[config.mk]
export PLATFORM = sky130hd
export DESIGN_NAME = id_ex_stage
export DESIGN_NICKNAME = d
export VERILOG_FILES = /design/src/rtl/id_ex_stage.sv
export SDC_FILE = /design/constraint.sdc
export NUM_CORES = 1
export LEC_CHECK = 0
export ABC_AREA = 1
export CAP_MARGIN = 10
export CELL_PAD_IN_SITES_DETAIL_PLACEMENT = 2
export CELL_PAD_IN_SITES_GLOBAL_PLACEMENT = 2
export CORE_UTILIZATION = 20
export DETAILED_ROUTE_END_ITERATION = 10
export PLACE_DENSITY_LB_ADDON = 0.1
export SYNTH_ARGS = -nofsm -noshare
export SYNTH_HDL_FRONTEND = slang
export SYNTH_SLANG_ARGS = --single-unit
export TNS_END_PERCENT = 5
[constraint.sdc]
create_clock -name clk -period 5.2 [get_ports clk]
set_input_delay 1.04 -clock clk [delete_from_list [all_inputs] [get_ports clk]]
set_output_delay 1.04 -clock clk [all_outputs]
set_load 0.02 [all_outputs]
[src/rtl/id_ex_stage.sv]
// ID/EX pipeline register for the 32-bit MIPS datapath: write-back bypass,
// load-use bubble insertion, downstream stall/flush handling.
module id_ex_stage #(
  parameter int DATA_W = 32,
  parameter int ADDR_W = 5,
  parameter int CTRL_W = 12
) (
  input  logic              clk,
  input  logic              reset,
  input  logic              id_valid,
  input  logic [DATA_W-1:0] id_pc,
  input  logic [ADDR_W-1:0] id_rs,
  input  logic [ADDR_W-1:0] id_rt,
  input  logic [ADDR_W-1:0] id_rd,
  input  logic [DATA_W-1:0] id_imm,
  input  logic [CTRL_W-1:0] id_ctrl,
  input  logic [DATA_W-1:0] rf_rdata1,
  input  logic [DATA_W-1:0] rf_rdata2,
  input  logic              wb_we,
  input  logic [ADDR_W-1:0] wb_waddr,
  input  logic [DATA_W-1:0] wb_wdata,
  input  logic              ex_stall,
  input  logic              flush,
  output logic              id_stall,
  output logic              ex_valid,
  output logic [DATA_W-1:0] ex_pc,
  output logic [DATA_W-1:0] ex_imm,
  output logic [ADDR_W-1:0] ex_rs,
  output logic [ADDR_W-1:0] ex_rt,
  output logic [ADDR_W-1:0] ex_rd,
  output logic [CTRL_W-1:0] ex_ctrl,
  output logic [DATA_W-1:0] ex_opa,
  output logic [DATA_W-1:0] ex_opb,
  output logic [15:0]       bubble_cnt
);

  typedef enum logic [1:0] {
    ACT_CAPTURE,
    ACT_BUBBLE,
    ACT_HOLD,
    ACT_FLUSH
  } act_t;

  logic              r_valid;
  logic [DATA_W-1:0] r_pc;
  logic [DATA_W-1:0] r_imm;
  logic [ADDR_W-1:0] r_rs;
  logic [ADDR_W-1:0] r_rt;
  logic [ADDR_W-1:0] r_rd;
  logic [CTRL_W-1:0] r_ctrl;
  logic [DATA_W-1:0] r_opa;
  logic [DATA_W-1:0] r_opb;
  logic [15:0]       r_bcnt;

  logic w_load_use;
  logic w_wb_hit_rs;
  logic w_wb_hit_rt;
  act_t w_act;

  // Register file writes on the same edge we sample, so its read is stale.
  function automatic logic [DATA_W-1:0] byp(input logic [ADDR_W-1:0] addr,
                                            input logic [DATA_W-1:0] rf);
    if (wb_we && (addr != '0) && (addr == wb_waddr))
      return wb_wdata;
    return rf;
  endfunction

  assign w_load_use = r_valid & r_ctrl[0] & id_valid & (r_rd != '0) &
                      ((r_rd == id_rs) | (r_rd == id_rt));

  assign w_wb_hit_rs = wb_we & (wb_waddr != '0) & (wb_waddr == r_rs);
  assign w_wb_hit_rt = wb_we & (wb_waddr != '0) & (wb_waddr == r_rt);

  always_comb begin
    w_act = ACT_CAPTURE;
    if (flush)
      w_act = ACT_FLUSH;
    else if (ex_stall)
      w_act = ACT_HOLD;
    else if (w_load_use)
      w_act = ACT_BUBBLE;
  end

  always_ff @(posedge clk or posedge reset) begin
    if (reset) begin
      r_valid <= 1'b0;
      r_pc    <= '0;
      r_imm   <= '0;
      r_rs    <= '0;
      r_rt    <= '0;
      r_rd    <= '0;
      r_ctrl  <= '0;
      r_opa   <= '0;
      r_opb   <= '0;
      r_bcnt  <= '0;
    end else begin
      case (w_act)
        ACT_FLUSH: begin
          r_valid <= 1'b0;
          r_ctrl  <= '0;
        end
        ACT_HOLD: begin
          // Held operands still track write-back so they do not go stale.
          if (w_wb_hit_rs) r_opa <= wb_wdata;
          if (w_wb_hit_rt) r_opb <= wb_wdata;
        end
        ACT_BUBBLE: begin
          r_valid <= 1'b0;
          r_ctrl  <= '0;
          if (r_bcnt != 16'hFFFF) r_bcnt <= r_bcnt + 16'd1;
        end
        default: begin
          r_valid <= id_valid;
          r_ctrl  <= id_valid ? id_ctrl : '0;
          r_pc    <= id_pc;
          r_imm   <= id_imm;
          r_rs    <= id_rs;
          r_rt    <= id_rt;
          r_rd    <= id_rd;
          r_opa   <= byp(id_rs, rf_rdata1);
          r_opb   <= byp(id_rt, rf_rdata2);
        end
      endcase
    end
  end

  assign id_stall   = w_load_use | ex_stall;
  assign ex_valid   = r_valid;
  assign ex_pc      = r_pc;
  assign ex_imm     = r_imm;
  assign ex_rs      = r_rs;
  assign ex_rt      = r_rt;
  assign ex_rd      = r_rd;
  assign ex_ctrl    = r_ctrl;
  assign ex_opa     = r_opa;
  assign ex_opb     = r_opb;
  assign bubble_cnt = r_bcnt;

endmodule
==> results of run 1 <==
## cell usage in the layout, fill, tap and decap left out, types with 2 or more instances in the layout
master and instances:
buf_4 15, bufinv_16 2, clkbuf_1 4, clkbuf_16 17
clkdlybuf4s50_1 370, clkinvlp_4 6, dfrtp_1 172, diode_2 2
inv_1 52, inv_2 6, nand2_1 521, nand2_2 4
nand3_1 210, nand4_1 7, nor2_1 38, nor3_1 9
o21ai_0 13, o21bai_1 12, xnor2_1 11, xor2_1 15
## sequential cells by signal, indices dropped and copies added (netlist names)
signal / cells
ex_opa: 32
ex_ctrl: 12
ex_opb: 32
ex_rt: 5
ex_rd: 5
ex_rs: 5
ex_imm: 32
ex_pc: 32
bubble_cnt: 16
ex_valid: 1
## worst paths after layout
check | start | end | depth (start not counted)
min | ex_pc[9] | ex_pc[9] | 2
min in group asynchronous | reset | ex_opa[3] | 2
max | id_rt[2] | id_stall | 10
max in group asynchronous | reset | ex_imm[20] | 3
max reg2reg | ex_rd[4] | ex_ctrl[3] | 10
min reg2reg | ex_pc[9] | ex_pc[9] | 2
## final cells by class
class | instances | area (um^2)
Multi-Input combinational cell | 847 | 3727
Timing Repair Buffer | 386 | 3836
Clock buffer | 22 | 454.2
Inverter | 60 | 229.0
Sequential cell | 172 | 4304
Clock inverter | 9 | 115.1
Antenna cell | 2 | 5.005
Fill cell | 4855 | 28790
Tap cell | 539 | 674.4
## logic make-up (layout without fill, tap and decap cells)
group / Yosys count / after routing
and+or+nand+nor: 795 / 795
DFF: 172 / 172
buffers and inverters: 128 / 477
xor gates and xnor gates: 26 / 26
AOI/OAI and AO/OA: 25 / 25
adders and majority gates: 1 / 1
other: 0 / 2
## critical path: stages
cell,delay (ns)
clkdlybuf4s50_1,0.57
inv_1,0.11
nand2_1,0.07
nand2_1,0.05
nor2_1,0.09
nand3_1,0.10
nand2_2,0.11
nand2_2,0.11
nand2_1,0.08
clkdlybuf4s50_1,0.60
## routing by layer
layer	part of all wire (%)	GRT usage, %
met1	43	22.97
met2	48	31.47
met3	6.8	6.507
met4	1.4	5.477
met5	0.064	0
## report_power, final
group	internal [mW]	switching (mW)	total [mW]	leakage, nW
clock	0.721	0.599	1.32	0.259
combinational	0.522	0.599	1.12	3.95
sequential	1.49	0.104	1.60	2.18
total	2.74	1.30	4.04	6.39
==> reports/results.ini, run 1 <==
[power]
irDropWorstVdd_uv=195.3
leakagePower_nw=6.390
power_mw=4.039
cellPowerDensity_nw_per_um2=302.7

[layout]
area_growth_pct=55.44
finalCoreUtilization_pct=31.67
nets=1683
drive_gt1_share_pct=4.011
stdcell_count=2037
fin_area_um2=13350

[synthesis]
synth-simple-area-share_pct=38.53
synth-adder-area-share_pct=0.1457
yosys-mux-area-fraction_pct=0
synthFlopType=dfrtp_1
synth.cell_area_um2=8586
synth_xor_area_share_pct=2.652
synth.distinct_cells=24
synth-edff-count=0
synth_compound_area_share_pct=1.807
synthTopCellsByArea=dfrtp_1 (50%), nand2_1 (23%), nand3_1 (12%), inv_1 (2.3%), nor2_1 (1.7%)
yosysMostFrequentCell=nand2_1
synthTopCellsByCount=nand2_1 (521), nand3_1 (210), dfrtp_1 (172), inv_1 (53), nor2_1 (39)
syn_area_per_cell_um2=7.485
synth_top_family_by_area=simple AND/OR/NAND/NOR gates
yosysWarnings=0
synthCells=1147
ys_seq_area_share_pct=50.13
yosysTopAreaCell=dfrtp_1
ys_ff_latch=172
synthArstFlopShare_pct=100.0
synth_top_area_share_pct=50.13
syn-num-nets=1346

[place]
dpl.hpwl_um=29190
numPlacedInstances=2004
gp_congestion=0.7936
port_buffers=370
dpl_cell_area_um2=12770
dp_slack_ns=1.201

[routing]
detail-route-antenna-nets=0
wl_per_cell_um=19.91
vias=8972
drc=0
routed_wirelength_um=40550
first_iter_violations=285
vias_per_cell=4.405
first_pass_iters=4

[global_route]
grt_pass1_vias=9919
grt_use_total_pct=18.90
antenna_found_initial=4
grt_pass1_wl_um=62050
grt_overflow_total=0
grt_max_degree=90

[die]
core_um2=42130
rows=75
dieArea_um2=43760
ioPinCount=371
die_h_um=209.2
initial_core_util_pct=20.38
die_x_um=209.2

[sta]
setup_tns_ns=0
fin_ws_ns=1.226
final_max_slew_viol_count=0
period_share_pct=76.42
rsz0062_at_grt=false
fmax_mhz=251.6
slew_headroom_pct=29.34
setup_viol=0
period_minus_slack_ns=3.974
clock_skew_ns=0.01043
tightest_slew_ns=1.060
whs_ns=0.4749
hold_viol=0

[worst_setup_path]
cp.arrival_ns=2.93
critPathKind=in2out
worst_ep_required_time_ns=4.16
crit_path_max_fanout=4
ff2ff_setup_slack_ns=2.42
start_kind=input port
cp-end-kind=output port

[cts]
cts_made_buffers=17
cts_buffer_depth=2
clk_latency_ns=0.46
cts_sinks=172
cts_setup_buffers=0
cts_root_buf=clkbuf_16
clk_pin_slew_ns=0.07
htree_levels=4
cts_resized=0
hold_buffers=0
cts_tree=built

[worst_hold_path]
min_path_type=reg2reg

[status]
status=complete, no violations

[run]
cap_violations=0

(Power assumes the default switching activity.)
==> inputs of run 2 (changes only) <==
--- a/config.mk
+++ b/config.mk
@@ -9,7 +9,7 @@
 export CAP_MARGIN = 10
 export CELL_PAD_IN_SITES_DETAIL_PLACEMENT = 2
 export CELL_PAD_IN_SITES_GLOBAL_PLACEMENT = 2
-export CORE_UTILIZATION = 20
+export CORE_UTILIZATION = 23
 export DETAILED_ROUTE_END_ITERATION = 10
 export PLACE_DENSITY_LB_ADDON = 0.1
 export SYNTH_ARGS = -nofsm -noshare
==> constraint.sdc (replaced) <==
create_clock -name clk -period 3.95 [get_ports clk]
set_input_delay 0.79 -clock clk [delete_from_list [all_inputs] [get_ports clk]]
set_output_delay 0.79 -clock clk [all_outputs]
set_load 0.02 [all_outputs]
==> run 2 against run 1 <==
Core utilization increased by 4.6 points. Count of clock-buffer cells in the layout down 5. Die area decreased by 13%. First-iteration DRC count is 14% higher. Routed wire length fell by 5.2%. Worst hold slack lost 0.0057 ns. Total power increased by 32%. Critical path depth stayed put. Largest cell class unchanged. Largest power group unchanged.
==> reports/results.ini, run 2 (same netlist as run 1, synthesis figures left out) <==
[cts]
cts_buffer_depth=2  ; unchanged
clk_pin_slew_ns=0.07  ; about the same
cts_made_buffers=17  ; unchanged
clk_latency_ns=0.45  ; was 0.46 ns
cts_tree=built  ; unchanged
cts_resized=0  ; unchanged
cts_root_buf=clkbuf_16  ; unchanged
hold_buffers=0  ; unchanged
cts_setup_buffers=0  ; unchanged
cts_sinks=172  ; unchanged
htree_levels=4  ; unchanged

[power]
cellPowerDensity_nw_per_um2=399.0  ; was 302.7 nW/um^2
pwr-share-comb_pct=27.8  ; about the same
power.switching_mw=1.761  ; was 1.302 mW
pwr-share-clk_pct=32.7  ; about the same
pwr-share-seq_pct=39.5  ; was 39.6%
switching_share_pct=33.15  ; was 32.24%
irDropWorstVdd_uv=307.8  ; was 195.3 uV
p_int_mw=3.551  ; was 2.737 mW
leakagePower_nw=6.432  ; was 6.390 nW

[routing]
routed_wirelength_um=38460  ; was 40550 um
drc=0  ; unchanged
vias=9041  ; was 8972
detail-route-antenna-nets=0  ; unchanged
vias_per_cell=4.580  ; was 4.405
first_pass_iters=4  ; unchanged
first_iter_violations=324  ; was 285
wl_per_cell_um=19.48  ; was 19.91 um

[die]
initial_core_util_pct=23.40  ; was 20.38%
rows=70  ; was 75
dieArea_um2=38110  ; was 43760 um^2
core_um2=36700  ; was 42130 um^2
die_x_um=195.2  ; was 209.2 um
ioPinCount=371  ; unchanged
die_h_um=195.2  ; was 209.2 um

[global_route]
grt_pass1_vias=10010  ; was 9919
grt_use_total_pct=20.51  ; was 18.90%
grt_overflow_total=0  ; unchanged
grt_pass1_wl_um=59590  ; was 62050 um
antenna_found_initial=5  ; was 4
grt_max_degree=116  ; was 90

[place]
numPlacedInstances=1936  ; was 2004
dpl.hpwl_um=27780  ; was 29190 um
port_buffers=370  ; unchanged
gp_congestion=0.7678  ; was 0.7936

[layout]
layout_commonest_cell=nand2_1  ; unchanged
area_growth_pct=55.06  ; was 55.44%
register_area_um2=4304  ; unchanged
stdcell_count=1974  ; was 2037
drive_gt1_share_pct=4.600  ; was 4.011%
nets=1686  ; was 1683
multi_input_area_um2=3730  ; was 3727 um^2
final_cell_mix=nand2_1 (521), clkdlybuf4s50_1 (370), nand3_1 (209), dfrtp_1 (172), inv_1 (52)  ; was nand2_1 (521), clkdlybuf4s50_1 (370), nand3_1 (210), dfrtp_1 (172), inv_1 (52)
nFillCells=4169  ; was 4855

[run]
cap_violations=0  ; unchanged

[sta]
period_minus_slack_ns=3.471
final_max_slew_viol_count=0  ; unchanged
clock_skew_ns=0.008861  ; was 0.01043 ns
setup_viol=0  ; unchanged
fmax_mhz=288.1
hold_viol=0  ; unchanged
period_share_pct=87.88
setup_tns_ns=0  ; unchanged
slew_headroom_pct=42.83  ; was 29.34%
rsz0062_at_grt=false  ; unchanged
tightest_slew_ns=0.8575  ; was 1.060 ns

[worst_setup_path]
start_kind=input port  ; unchanged
cp-end-kind=output port  ; unchanged
cp.arrival_ns=2.68  ; was 2.93 ns
critPathKind=in2out  ; unchanged
worst_ep_required_time_ns=3.16  ; was 4.16 ns
crit_path_max_fanout=4  ; unchanged

[status]
status=complete, no violations  ; unchanged

[worst_hold_path]
min_path_type=reg2reg  ; unchanged

## run 2: metrics by stage
step / area [um^2] / power (mW) / setup slack (ns) / util (%) / hold WS (ns)
final: 13310 / 5.312 / 0.4787 / 36.28 / 0.4692
after global routing: 13310 / 5.605 / 0.3028 / 36.26 / 0.5020
after CTS: 13300 / 5.420 / 0.4474 / 36.24 / 0.4774
after detailed placement: 12720 / 3.632 / 0.2526 / 34.66 / 0.4580
after global placement: 12720 / 3.607 / 0.3756 / 34.66 / 0.4520
after floorplan: 8589 / 2.777 / 0.9633 / - / 0.5783
## run 2: routing by layer
metal | part of all wire, % | up-vias | track usage (%)
met5 | 0 | - | 0
met4 | 2.2 | 0 | 6.707
met3 | 7.2 | 29 | 7.202
met2 | 47 | 246 | 34.23
met1 | 43 | 4475 | 24.51
li1 | - | 4291 | -
## run 2: path summary, 6_finish.rpt
| kind | end | slack, ns | depth (start not counted) | startpoint |
|---|---|---|---|---|
| worst max-delay path | id_stall | 0.48 | 10 | id_rs[1] |
| worst min-delay path | ex_imm[25] | 0.47 | 2 | ex_imm[25] |
| worst max register to register | ex_ctrl[9] | 1.24 | 10 | ex_rd[4] |
| worst min register to register | ex_imm[25] | 0.47 | 2 | ex_imm[25] |
| max in group asynchronous | ex_opa[23] | 2.35 | 3 | reset |
| min in group asynchronous | ex_rt[1] | 0.86 | 3 | reset |
## run 2: cell type report
| type | instances | share of cell area (%) |
|---|---|---|
| Sequential cell | 172 | 32.33 |
| Timing Repair Buffer | 389 | 29.08 |
| Multi-Input combinational cell | 847 | 28.02 |
| Tap cell | 468 | 4.398 |
| Clock buffer | 17 | 3.195 |
| Inverter | 60 | 1.720 |
| Clock inverter | 15 | 1.147 |
| Antenna cell | 6 | 0.1128 |
## run 2: critical path: stages
cell and delay [ns]:
clkdlybuf4s50_1 0.56, inv_1 0.10, nand2_1 0.07, nand2_1 0.05
nor2_1 0.10, nand3_1 0.09, nand2_2 0.12, nand2_2 0.12
nand2_1 0.08, clkdlybuf4s50_1 0.61
## run 2: power by group through the flow
stage | Clock, mW | Combinational [mW] | Sequential, mW
2_1_floorplan | 0 | 0.400 | 2.38
3_3_place_gp | 0 | 1.48 | 2.12
3_5_place_dp | 0 | 1.50 | 2.14
4_1_cts | 1.81 | 1.51 | 2.10
5_1_grt | 1.87 | 1.60 | 2.13
6_report | 1.74 | 1.48 | 2.10
==> inputs of run 3 (changes only) <==
--- a/config.mk
+++ b/config.mk
@@ -9,7 +9,9 @@
 export CAP_MARGIN = 10
 export CELL_PAD_IN_SITES_DETAIL_PLACEMENT = 2
 export CELL_PAD_IN_SITES_GLOBAL_PLACEMENT = 2
+export CORE_ASPECT_RATIO = 0.75
 export CORE_UTILIZATION = 23
+export CTS_CLUSTER_SIZE = 28
 export DETAILED_ROUTE_END_ITERATION = 10
 export PLACE_DENSITY_LB_ADDON = 0.1
 export SYNTH_ARGS = -nofsm -noshare
==> run 3 against run 2 <==
Combinational power hardly changed. Setup slack got worse by 0.010 ns. Non-clock buffer count is 5 higher. Routed wire length rose by 2.8%. Critical endpoint unchanged. Cell count rose by 1.7%. Register-to-register slack better by 0.41 ns. Die area barely moved. Via count barely moved. Sequential power hardly changed. Highest routed layer is now met5. Worst hold slack improved by 0.0050 ns. Total power increased by 1.6%. Critical path depth did not move.
==> reports/results.ini, run 3 (same netlist as run 1, synthesis figures left out) <==
[worst_setup_path]
cp-end-kind=output port  ; unchanged
start_kind=input port  ; unchanged
path_cells=clkdlybuf4s50_1 -> inv_1 -> nand2_1 -> nand2_1 -> nor2_1 -> nand3_1 -> nand2_2 -> nand2_2 -> nand2_1 -> clkdlybuf4s50_1  ; unchanged
crit_path_max_fanout=4  ; unchanged
ff2ff_setup_slack_ns=1.65  ; was 1.24 ns
timing.critical_path.mode_cell=nand2_1  ; unchanged
cp.buffers_inverters=3  ; unchanged
timing.rr.start=ex_rd[4]  ; unchanged
r2r-end=ex_opb[17]  ; was ex_ctrl[9]
critPathSlowestCell=clkdlybuf4s50_1  ; unchanged
cp.arrival_ns=2.69  ; was 2.68 ns
critical_path.max_stage_delay_ns=0.64  ; was 0.61 ns
critical-path-top-delay-family=buffers and inverters  ; unchanged
reg2regPathDepth=12  ; was 10
worst_ep_required_time_ns=3.16  ; about the same
critPathKind=in2out  ; unchanged

[power]
leakagePower_nw=6.476  ; was 6.432 nW
power.switching_mw=1.750  ; was 1.761 mW
power_mw=5.395  ; was 5.312 mW
cellPowerDensity_nw_per_um2=401.3  ; was 399.0 nW/um^2
pwr-share-clk_pct=33.4  ; was 32.7%
pwr-share-seq_pct=39.0  ; was 39.5%
pwr-share-comb_pct=27.6  ; was 27.8%
irDropWorstVdd_uv=215.1  ; was 307.8 uV
switching_share_pct=32.44  ; was 33.15%
p_int_mw=3.645  ; was 3.551 mW

[global_route]
grt_overflow_total=0  ; unchanged
antenna_found_initial=7  ; was 5
grt_max_degree=120  ; was 116
grt_use_total_pct=21.12  ; was 20.51%
grt_pass1_vias=9994  ; was 10010
grt_pass1_wl_um=60970  ; was 59590 um

[layout]
multi_input_area_um2=3719  ; was 3730 um^2
register_area_um2=4304  ; unchanged
layout_commonest_cell=nand2_1  ; unchanged
nets=1691  ; was 1686
final_cell_mix=nand2_1 (521), clkdlybuf4s50_1 (370), nand3_1 (210), dfrtp_1 (172), inv_1 (52)  ; was nand2_1 (521), clkdlybuf4s50_1 (370), nand3_1 (209), dfrtp_1 (172), inv_1 (52)
area_growth_pct=56.59  ; was 55.06%
drive_gt1_share_pct=4.850  ; was 4.600%
nFillCells=4202  ; was 4169

[sta]
period_minus_slack_ns=3.481  ; was 3.471 ns
final_max_slew_viol_count=0  ; unchanged
clock_skew_ns=0.01561  ; was 0.008861 ns
hold_viol=0  ; unchanged
setup_tns_ns=0  ; unchanged
tightest_slew_ns=0.7050  ; was 0.8575 ns
period_share_pct=88.14  ; was 87.88%
fmax_mhz=287.2  ; was 288.1 MHz
slew_headroom_pct=52.88  ; was 42.83%
rsz0062_at_grt=false  ; unchanged
setup_viol=0  ; unchanged

[cts]
clk_latency_ns=0.46  ; was 0.45 ns
cts_buffer_depth=2  ; unchanged
htree_levels=4  ; unchanged
cts_root_buf=clkbuf_16  ; unchanged
clk_pin_slew_ns=0.07  ; about the same
cts_resized=0  ; unchanged
cts_tree=built  ; unchanged
cts_sinks=172  ; unchanged
cts_setup_buffers=0  ; unchanged
cts_made_buffers=17  ; unchanged
hold_buffers=0  ; unchanged

[run]
cap_violations=0  ; unchanged

[routing]
drc=0  ; unchanged
vias=9048  ; was 9041
vias_per_cell=4.506  ; was 4.580
first_pass_iters=4  ; unchanged
wl_per_cell_um=19.70  ; was 19.48 um
detail-route-antenna-nets=0  ; unchanged
routed_wirelength_um=39550  ; was 38460 um
first_iter_violations=398  ; was 324

[die]
rows=60  ; was 70
ioPinCount=371  ; unchanged
initial_core_util_pct=23.63  ; was 23.40%
die_h_um=169.3  ; was 195.2 um
die_x_um=225.1  ; was 195.2 um
dieArea_um2=38110  ; about the same
core_um2=36330  ; was 36700 um^2

[status]
status=complete, no violations  ; unchanged

[worst_hold_path]
min_path_type=reg2reg  ; unchanged
hold-path-endpoint=ex_imm[26]  ; was ex_imm[25]
hold_path_depth=2  ; unchanged
worstHoldStart=ex_imm[26]  ; was ex_imm[25]

[place]
gp_congestion=0.8262  ; was 0.7678
dpl.hpwl_um=28880  ; was 27780 um
port_buffers=370  ; unchanged

## run 3: routing by layer
metal | GRT usage [%] | up-vias | wire, um
li1 | - | 4309 | -
met1 | 27.20 | 4512 | 17830
met3 | 5.229 | 39 | 2100
met2 | 34.51 | 186 | 18860
met5 | 0 | - | 13
met4 | 6.951 | 2 | 746
## run 3: tightest hold or removal path, cell delays in order (launching register included)
cell and delay [ns]:
dfrtp_1 0.34, nand2_1 0.05, nand2_1 0.05
## run 3: worst max-delay path by stage
stage / startpoint / end / slack (ns) / cells past startpoint
after global placement: id_rs[3] / id_stall / 0.51 / 10
after global routing: id_rs[3] / id_stall / 0.34 / 10
after detailed placement: id_rs[3] / id_stall / 0.49 / 10
after floorplan: reset / bubble_cnt[0] / 0.96 / 1
after CTS: id_rs[3] / id_stall / 0.47 / 10
final: id_rs[3] / id_stall / 0.47 / 10
## run 3: power by group through the flow
stage               Sequential (mW)  Clock, mW  Combinational [mW]
CTS                            2.10       1.88                1.52
global route                   2.13       1.94                1.61
floorplan                      2.38          0               0.400
detailed placement             2.14          0                1.51
global placement               2.13          0                1.49
finish                         2.10       1.80                1.49
## run 3: metrics by stage
step	cells	instance area [um^2]	hold WS (ns)	setup slack, ns	utilization, %
2_1_floorplan	1147	8589	0.5783	0.9633	-
3_3_place_gp	1969	12820	0.4529	0.5086	35.28
3_5_place_dp	1969	12820	0.4620	0.4900	35.28
4_1_cts	2001	13430	0.4795	0.4660	36.95
5_1_grt	2004	13430	0.4980	0.3423	36.97
6_report	2008	13440	0.4742	0.4686	37.00
## run 3: cell type report
type	instances	area share [%]
well taps	496	4.616
repair buffers	394	29.35
clock inverters	13	1.154
multi-input cells	847	27.66
clock buffers	19	3.369
inverters	60	1.703
flip-flops and latches	172	32.02
diodes	7	0.1303
